**src/rtl/irq_pending_if.sv**
```systemverilog
// Request/acknowledge bundle between the pending register and its consumer.
// master drives requests, mask and acks; slave is the pending register.
interface irq_pending_if #(
  parameter int N  = 8,
  parameter int IW = 3
);
  logic [N-1:0]  req_in;
  logic          mask_we;
  logic [N-1:0]  mask_in;
  logic          ack;
  logic [IW-1:0] ack_idx;
  logic          ovf_clr;
  logic [N-1:0]  pend_o;
  logic [N-1:0]  pend_raw;
  logic [N-1:0]  overflow;
  logic          irq;

  modport master (
    output req_in, mask_we, mask_in, ack, ack_idx, ovf_clr,
    input  pend_o, pend_raw, overflow, irq
  );

  modport slave (
    input  req_in, mask_we, mask_in, ack, ack_idx, ovf_clr,
    output pend_o, pend_raw, overflow, irq
  );
endinterface

```
**src/rtl/irq_pending_reg.sv**
```systemverilog
// Interrupt request capture: synchronise, detect rising edges, hold sticky
// pending bits until acked, track overflow and apply a per-line enable mask.
module irq_pending_reg #(
  parameter int N           = 8,
  parameter int IW          = 3,
  parameter int SYNC_STAGES = 2
) (
  input  logic          clk,
  input  logic          rst_n,
  irq_pending_if.slave  bus
);

  logic [N-1:0] sync_q [SYNC_STAGES];
  logic [N-1:0] prev_q;
  logic [N-1:0] pend_q;
  logic [N-1:0] ovf_q;
  logic [N-1:0] mask_q;

  logic [N-1:0] s;
  logic [N-1:0] edge_det;
  logic [N-1:0] ack_hit;
  logic [N-1:0] pend_d;
  logic [N-1:0] ovf_set;
  logic [N-1:0] ovf_d;

  // NOTE: the synchroniser is a small flop array, not a RAM, so resetting
  // every stage is cheap and keeps a stale request from leaking out of reset.
  always_ff @(posedge clk or negedge rst_n) begin
    if (!rst_n) begin
      for (int k = 0; k < SYNC_STAGES; k++) sync_q[k] <= '0;
    end else begin
      // NOTE: non-blocking assignments make each stage sample the previous
      // stage's old value, giving a true shift chain regardless of order.
      sync_q[0] <= bus.req_in;
      for (int k = 1; k < SYNC_STAGES; k++) sync_q[k] <= sync_q[k-1];
    end
  end

  assign s        = sync_q[SYNC_STAGES-1];
  assign edge_det = s & ~prev_q;

  // Indices >= N never match any line, so out-of-range acks are ignored.
  always_comb begin
    // NOTE: default first so every bit is assigned on every path; no latch.
    ack_hit = '0;
    for (int i = 0; i < N; i++) begin
      ack_hit[i] = bus.ack && (bus.ack_idx == IW'(i));
    end
  end

  // A new edge beats an ack of the same bit; an edge that coincides with its
  // own ack is a fresh event, not an overflow.
  always_comb begin
    pend_d  = edge_det | (pend_q & ~ack_hit);
    ovf_set = edge_det & pend_q & ~ack_hit;
    ovf_d   = bus.ovf_clr ? ovf_set : (ovf_q | ovf_set);
  end

  always_ff @(posedge clk or negedge rst_n) begin
    if (!rst_n) begin
      prev_q <= '0;
      pend_q <= '0;
      ovf_q  <= '0;
      mask_q <= '1;
    end else begin
      prev_q <= s;
      pend_q <= pend_d;
      ovf_q  <= ovf_d;
      if (bus.mask_we) mask_q <= bus.mask_in;
    end
  end

  assign bus.pend_raw = pend_q;
  assign bus.pend_o   = pend_q & mask_q;
  assign bus.overflow = ovf_q;
  assign bus.irq      = |(pend_q & mask_q);

endmodule

```
**src/flat_wrapper.sv**
```systemverilog
// flat-port wrapper written by rule: the top's interface ports become plain ports
module irq_pending_reg_flat 
#(
  parameter int N           = 8,
  parameter int IW          = 3,
  parameter int SYNC_STAGES = 2
)
  (clk, rst_n, bus_req_in, bus_mask_we, bus_mask_in, bus_ack, bus_ack_idx, bus_ovf_clr, bus_pend_o, bus_pend_raw, bus_overflow, bus_irq);
  irq_pending_if #(.N(N), .IW(IW)) bus_i ();
  input  logic clk;
  input  logic rst_n;
  input wire logic [$bits(bus_i.req_in)-1:0] bus_req_in;
  input wire logic [$bits(bus_i.mask_we)-1:0] bus_mask_we;
  input wire logic [$bits(bus_i.mask_in)-1:0] bus_mask_in;
  input wire logic [$bits(bus_i.ack)-1:0] bus_ack;
  input wire logic [$bits(bus_i.ack_idx)-1:0] bus_ack_idx;
  input wire logic [$bits(bus_i.ovf_clr)-1:0] bus_ovf_clr;
  output wire logic [$bits(bus_i.pend_o)-1:0] bus_pend_o;
  output wire logic [$bits(bus_i.pend_raw)-1:0] bus_pend_raw;
  output wire logic [$bits(bus_i.overflow)-1:0] bus_overflow;
  output wire logic [$bits(bus_i.irq)-1:0] bus_irq;
  assign bus_i.req_in = bus_req_in;
  assign bus_i.mask_we = bus_mask_we;
  assign bus_i.mask_in = bus_mask_in;
  assign bus_i.ack = bus_ack;
  assign bus_i.ack_idx = bus_ack_idx;
  assign bus_i.ovf_clr = bus_ovf_clr;
  assign bus_pend_o = bus_i.pend_o;
  assign bus_pend_raw = bus_i.pend_raw;
  assign bus_overflow = bus_i.overflow;
  assign bus_irq = bus_i.irq;
  irq_pending_reg #(.N(N), .IW(IW), .SYNC_STAGES(SYNC_STAGES)) u_core (.clk(clk), .rst_n(rst_n), .bus(bus_i));
endmodule
```
**config.mk**
```make
export PLATFORM = sky130hd
export DESIGN_NAME = irq_pending_reg_flat
export DESIGN_NICKNAME = d
export VERILOG_FILES = /design/src/rtl/irq_pending_if.sv /design/src/rtl/irq_pending_reg.sv /design/src/flat_wrapper.sv
export SDC_FILE = /design/constraint.sdc
export NUM_CORES = 1
export LEC_CHECK = 0
export ABC_CLOCK_PERIOD_IN_PS = 2250
export BUFFER_PORTS_ARGS = -buffer_cell sky130_fd_sc_hd__buf_4
export CAP_MARGIN = 40
export CELL_PAD_IN_SITES_DETAIL_PLACEMENT = 2
export CELL_PAD_IN_SITES_GLOBAL_PLACEMENT = 2
export CORE_ASPECT_RATIO = 0.5
export CORE_UTILIZATION = 33
export DETAILED_ROUTE_END_ITERATION = 10
export PLACE_DENSITY = 0.88
export REMOVE_ABC_BUFFERS = 1
export SETUP_SLACK_MARGIN = 0.4
export SLEW_MARGIN = 10
export SYNTH_ARGS = -nofsm -noshare
export SYNTH_HDL_FRONTEND = slang
export SYNTH_SLANG_ARGS = --single-unit
export TNS_END_PERCENT = 100
```
**constraint.sdc**
```tcl
create_clock -name clk -period 2.25 [get_ports clk]
set_clock_uncertainty 0.15 [all_clocks]
set_input_delay 0.45 -clock clk [delete_from_list [all_inputs] [get_ports clk]]
set_output_delay 0.45 -clock clk [all_outputs]
set_load 0.01 [all_outputs]
```
### After elaboration in Yosys (flattened, before gate mapping)

Cells that the tools add are included.

| storage, ports and cells | value |
|---|---|
| register bits after elaboration | 48 |
| bits of input ports | 24 |
| output and inout port bits | 25 |
| logic and storage cells | 33 |

| operators by class | value |
|---|---|
| equality and inequality tests | 7 |
| mux-type cells | 1 |
| bitwise gates (word level) | 9 |
| reductions and logical operators | 10 |

Operator list:

| cell | number |
|---|---|
| $and 8x8->8 | 5 |
| $not 8->8 | 2 |
| $or 8x8->8 | 2 |
| $eq 3x3->1 const B | 4 |
| $logic_and 1x1->1 | 8 |
| $mux 8 | 1 |
| $reduce_or 8->1 | 1 |
| $eq 3x2->1 const B | 2 |
| $eq 3x1->1 const B | 1 |
| $logic_not 3->1 | 1 |

### Logic depth before layout (Yosys ltp)

Gate-level depths: netlist of run 1.

| logic depth | value |
|---|---|
| depth after elaboration | 6 |
| mapped depth | 3 |
| depth with buffers taken out | 3 |

### Worst setup path after synthesis of run 1

No wires, ideal clock.

| timing path | value |
|---|---|
| path type | register -> output |
| start | register u_core.pend_q[1], in the netlist u_core.bus.pend_raw[1] |
| end | output port bus_irq |
| arrival | 1.597 ns |
| data required time | 1.650 ns |
| setup slack | 0.053 ns |
| stages on the path, launching flop included | 4 |
| buffers on the path | 0 |
| path through | dfrtp_1 and2_1 or4_1 or4_1 |

| on the way | value |
|---|---|
| word-level cells in the longest chain between the ends | 2 |

RTL lines:

| element | RTL line | text |
|---|---|---|
| start: declaration | irq_pending_reg.sv:15 | `logic [N-1:0] pend_q;` |
| start signal: assignment | irq_pending_reg.sv:67 | `pend_q <= pend_d;` |
| $and 8x8->8 | -- |  |
| named net bus_pend_o[1] | flat_wrapper.sv:18 | `output wire logic [$bits(bus_i.pend_o)-1:0] bus_pend_o;` |
| $reduce_or 8->1 | irq_pending_reg.sv:76 | `assign bus.irq = \|(pend_q & mask_q);` |
| end: declaration | flat_wrapper.sv:21 | `output wire logic [$bits(bus_i.irq)-1:0] bus_irq;` |

The timed path passes the listed nets, and every way through them passes these cells.

### Worst setup path in the final report of run 1

| timing path | value |
|---|---|
| start | register u_core.pend_q[2], in the netlist u_core.bus.pend_raw[2] |
| end | output port bus_irq |

| on the way | value |
|---|---|
| word-level cells in the longest chain between the ends | 2 |

RTL lines:

| element | RTL line |
|---|---|
| $and 8x8->8 | irq_pending_reg.sv:76 |
| $reduce_or 8->1 | irq_pending_reg.sv:76 |

No other way between the ends.

==> results of run 1 <==
## Yosys cell counts
master and n:
clkbuf_1 1, buf_1 1, o31ai_1 4, o41ai_1 3
inv_1 11, dfstp_2 8, nand2b_1 8, and2_1 7
o21ai_0 1, o22ai_1 8, or4_1 2, nand2_1 10
or2_2 1, mux2_2 8, dfrtp_1 40, and2_4 1
## state kept, by name (all words and copies together), names as in the netlist
name and count:
u_core.prev_q 8, u_core.s 8, u_core.bus.pend_raw 8, u_core.mask_q 8, u_core.bus.overflow 8, u_core.sync_q 8
## power by group
part | switching, mW | internal, mW | total (mW)
clock | 0.300 | 0.249 | 0.549
sequential | 0.0402 | 0.938 | 0.978
combinational | 0.134 | 0.144 | 0.278
total | 0.474 | 1.33 | 1.80
## layout make-up
class                      instances  area (µm²)  area share (%)
clock inverter                     2        15.0           0.680
tap                               66        82.6            3.74
sequential                        48        1210            54.9
timing repair buffer              53         402            18.2
inverter                          11        41.3            1.87
clock buffer                       6        82.6            3.74
multi-input combinational         53         373            16.9
## kinds of logic (layout without fill, tap and decap cells)
kind of cell / after synthesis / after routing / synth area share [%]
simple gates: 29 / 29 / 9.95
flops: 48 / 48 / 74.6
compound gates: 16 / 16 / 6.86
mux: 8 / 8 / 5.55
buf+inv: 13 / 72 / 3.01
## repair_timing
action                                  4_1_cts  5_1_grt
setup buffers                                 1        0
gates resized for setup                       2        2
endpoints found under the setup margin        1        1
hold buffers                                  0        0
pin swaps                                     1        0
## worst min path at each step
stage,from,end,cells past startpoint
after global routing,rst_n,u_core.sync_q[14],1
after detailed placement,u_core.sync_q[10],u_core.s[2],0
after CTS,rst_n,u_core.sync_q[14],1
after global placement,u_core.sync_q[9],u_core.s[1],0
final,rst_n,u_core.sync_q[14],1
after floorplan,rst_n,u_core.bus.overflow[0],0
## metal layers
layer	global-route usage [%]	wire, µm
met5	0	0
met3	5.38	253
met1	24.0	1850
met2	32.3	2220
met4	6.52	65
## cells in the final DEF, fill, tap and decap left out
cell type	n
buf_4	52
dfrtp_1	40
inv_1	11
nand2_1	10
nand2b_1	8
o22ai_1	8
mux2_2	8
dfstp_2	8
and2_1	6
clkbuf_8	6
o31ai_1	4
o41ai_1	3
and2_4	2
or4_4	2
clkinvlp_4	2
o21ai_0	1
or2_2	1
buf_6	1
## worst max-delay path, cell delays in order, from the launching register on
cell	delay, ns
dfrtp_1	0.40
and2_4	0.15
or4_4	0.51
or4_4	0.43
buf_6	0.14
==> metrics.txt, run 1 <==
run status=finished with violations; failing checks=hold timing, setup timing; Synth-to-Final Area Change=36.0%; TritonCTS Sinks=48; Achievable Freq=0.396 GHz; Reg2Reg Depth=4; post-synthesis sequential area ratio=74.6%; final hold violation count=18; row cnt=17; critical path startpoint=u_core.bus.pend_raw[2]; Die H=51.6 µm; initial antenna violation count=0; number of warning messages in the yosys log=0; worst reg2reg setup slack=1.04 ns; post-layout util=48.5%; Power per Cell Area=818 nW/µm²; GR Overflow Total=0; CP Max Fanout=2; drt first pass iters=4; startpoint type of the worst setup path=flip-flop; Slew Limit Fails=0; max-cap viol count=0; fillers=467; syn_area_per_cell=14.2 µm²; DRT iter0 DRCs=55; Max clock buf depth=2; top cells by area, synth=dfrtp_1 (62%), dfstp_2 (13%), mux2_2 (5.6%); remaining antenna violation count=0; Clock Root Buffer=clkbuf_8; vias in the first global route=1278; Slew @ Worst Pin=0.593 ns; via count=1114; worst setup path endpoint=bus_irq; layout cells sized above 1=47.4%; final worst-path cycle share=112%; mapped cell area=1620 µm²; CTS tree=done; first-pass GRT wire length=6960 µm; unrepaired setup endpoints after global routing=true; antenna cells=0; H-tree depth=2; minimum clock period after layout=2.53 ns; CTS buffer count=5; Post-Place Cell Area=2090 µm²; Worst-path clk slew=0.09 ns; wire per inst=18.4 µm; Synth Register Bits=48; Die W=101 µm; post-synth top area cell=dfrtp_1; design area=2210 µm²; dpl ws=0.00332 ns; RePlAce Congestion=0.693; io pins=49; Die Area=5220 µm²; area of the core=4550 µm²; Post-Route WL=4400 µm; Yosys cell types=16; routed vias/inst=4.66; reg2reg end=u_core.bus.overflow[2]; setup violators final=1; final setup margin=-0.278 ns; Hold WS=-0.00987 ns; CP required=1.65 ns; Layout Nets=196; Finished Layout Cells=239; P_leak=1.01 nW; reg-to-reg startpoint=u_core.bus.pend_raw[2]; total power=1.80 mW; top-area cell type share of the netlist area=61.7%; slew margin rel.=60.5%; Initial Util=35.7%; Final TNS setup=-0.278 ns; clock latency at the later pin of the worst-skew pair=0.31 ns; largest net degree at the start of global routing=49; DP Wirelength=3170 µm; all-layer global routing usage=19.1%; placed insts=230; CP arrival=1.93 ns; Min-Delay Path Class=primary input to asynchronous set/reset pin; Worst VDD drop=0.352 mV; crit end category=output pin; # port buffers=48; Post-Synthesis Cells=114; DRC=0; critical path type=flip-flop to output pin
Power figures use the tool's default switching activity.
==> run 2, diff against run 1 <==
--- a/config.mk
+++ b/config.mk
@@ -13,7 +13,8 @@
 export CORE_ASPECT_RATIO = 0.5
 export CORE_UTILIZATION = 33
 export DETAILED_ROUTE_END_ITERATION = 10
-export PLACE_DENSITY = 0.88
+export PLACE_DENSITY_LB_ADDON = 0.3
+export RECOVER_POWER = 100
 export REMOVE_ABC_BUFFERS = 1
 export SETUP_SLACK_MARGIN = 0.4
 export SLEW_MARGIN = 10
==> metrics.txt, run 2 (synthesized netlist as in run 1, its figures left out) <==
run status=finished with violations (unchanged); failing checks=setup timing (was hold timing, setup timing); via count=1114 (unchanged); TritonCTS Sinks=48 (unchanged); slew margin rel.=21.4% (was 60.5%); placed insts=230 (unchanged); DRT iter0 DRCs=35 (was 55); buffers plus inverters on the worst setup path=1 (unchanged); Finished Layout Cells=241 (was 239); antenna cells=0 (unchanged); wire per inst=16.8 µm (was 18.4 µm); largest net degree at the start of global routing=49 (unchanged); Post-Route WL=4050 µm (was 4400 µm); row cnt=17 (unchanged); final hold violation count=0 (was 18); CTS tree=done (unchanged); routed vias/inst=4.62 (was 4.66); initial antenna violation count=0 (unchanged); total power=1.85 mW (was 1.80 mW); Final TNS setup=-0.274 ns (was -0.278 ns); Layout Nets=198 (was 196); Achievable Freq=0.396 GHz (about the same); unrepaired setup endpoints after global routing=true (unchanged); Clock Root Buffer=clkbuf_8 (unchanged); H-tree depth=2 (unchanged); CP Max Fanout=2 (unchanged); DRC=0 (unchanged); Worst-path clk slew=0.09 ns (about the same); Die W=101 µm (unchanged); CP required=1.65 ns (about the same); Die Area=5220 µm² (unchanged); CTS buffer count=5 (unchanged); Synth-to-Final Area Change=33.7% (was 36.0%); post-layout util=47.7% (was 48.5%); crit path cell chain=and2_4 > or4_4 > or4_4 > buf_6 (unchanged); Min-Delay Path Class=primary input to flip-flop (was primary input to asynchronous set/reset pin); Slew Limit Fails=0 (unchanged); Hold WS=0.116 ns (was -0.00987 ns); Crit path max-delay family=simple AND/OR/NAND/NOR gates (unchanged); clock latency at the later pin of the worst-skew pair=0.30 ns (was 0.31 ns); final worst-path cycle share=112% (about the same); Worst VDD drop=0.303 mV (was 0.352 mV); critical path type=flip-flop to output pin (unchanged); P_leak=0.960 nW (was 1.01 nW); Power per Cell Area=853 nW/µm² (was 818 nW/µm²); layout cells sized above 1=37.7% (was 47.4%); area of the core=4550 µm² (unchanged); remaining antenna violation count=0 (unchanged); DP Wirelength=2930 µm (was 3170 µm); Max clock buf depth=2 (unchanged); first-pass GRT wire length=6330 µm (was 6960 µm); Slew @ Worst Pin=1.18 ns (was 0.593 ns); Slowest cell on crit path=or4_4 (unchanged); crit end category=output pin (unchanged); minimum clock period after layout=2.52 ns (was 2.53 ns); Die H=51.6 µm (unchanged); CP peak stage delay=0.52 ns (was 0.51 ns); most used cell, CP=or4_4 (unchanged); # port buffers=48 (unchanged); startpoint type of the worst setup path=flip-flop (unchanged); drt first pass iters=4 (unchanged); setup violators final=1 (unchanged); commonest cells after routing, fill and taps aside=dfrtp_1 (40), buf_4 (25), clkbuf_1 (18), inv_1 (11), nand2_1 (10) (was buf_4 (52), dfrtp_1 (40), inv_1 (11), nand2_1 (10)); commonest non-fill, non-tap cell in the layout=dfrtp_1 (was buf_4); max-cap viol count=0 (unchanged); Initial Util=35.7% (unchanged); final setup margin=-0.274 ns (was -0.278 ns); vias in the first global route=1187 (was 1278); GR Overflow Total=0 (unchanged); io pins=49 (unchanged); CP arrival=1.92 ns (was 1.93 ns); all-layer global routing usage=17.4% (was 19.1%); RePlAce Congestion=0.714 (was 0.693)
run 2: cell count changes in the layout (fill, tap and decap cells not counted), sizes merged:
cell	delta
clkinv	+1
clkbuf	+27
clkinvlp	-1
buf	-26
bufinv	+1
run 2: path summary, 6_finish.rpt:
path,from,endpoint,slack (ns),cells past startpoint
max reg2reg,u_core.bus.pend_raw[2],u_core.bus.overflow[2],0.94,5
max,u_core.bus.pend_raw[2],bus_irq,-0.27,4
min,bus_req_in[1],u_core.sync_q[9],0.12,1
min in group asynchronous,rst_n,u_core.prev_q[4],0.23,1
min reg2reg,u_core.sync_q[13],u_core.s[5],0.21,0
max in group asynchronous,rst_n,u_core.s[2],1.02,1
run 2: layout make-up:
| type | instances | area [µm²] |
|---|---|---|
| flip-flops and latches | 48 | 1210 |
| fillers | 485 | 2380 |
| repair buffers | 55 | 350 |
| inverters | 11 | 41.3 |
| multi-input cells | 53 | 373 |
| clock buffers | 5 | 68.8 |
| well taps | 66 | 82.6 |
| clock inverters | 3 | 42.5 |
run 2: metal layers:
metal	vias up	routed length [µm]	global-route usage, %
met5	-	0	0
met4	0	88	8.21
met3	10	199	5.24
met2	33	1960	27.8
met1	570	1800	21.9
li1	501	-	-
run 2: repair_timing:
action / 4_1_cts / 5_1_grt
pin swaps: 1 / 0
resized for setup: 4 / 1
setup buffers: 2 / 1
endpoints found under the hold margin: 0 / 0
cloned: 0 / 0
hold buffers: 0 / 0
setup endpoints to repair: 1 / 1
run 2: power breakdown:
part           total [mW]  internal, mW  switching [mW]
Combinational       0.254         0.121           0.133
Clock               0.626         0.329           0.297
Sequential          0.970         0.937          0.0329
run 2: per-stage QoR:
| step | area [µm²] | worst slack, ns |
|---|---|---|
| after floorplan | 1620 | 0.0528 |
| after global placement | 2090 | 0.0265 |
| after detailed placement | 2090 | -0.0404 |
| after CTS | 2230 | -0.292 |
| after global routing | 2170 | -0.319 |
| final | 2170 | -0.274 |
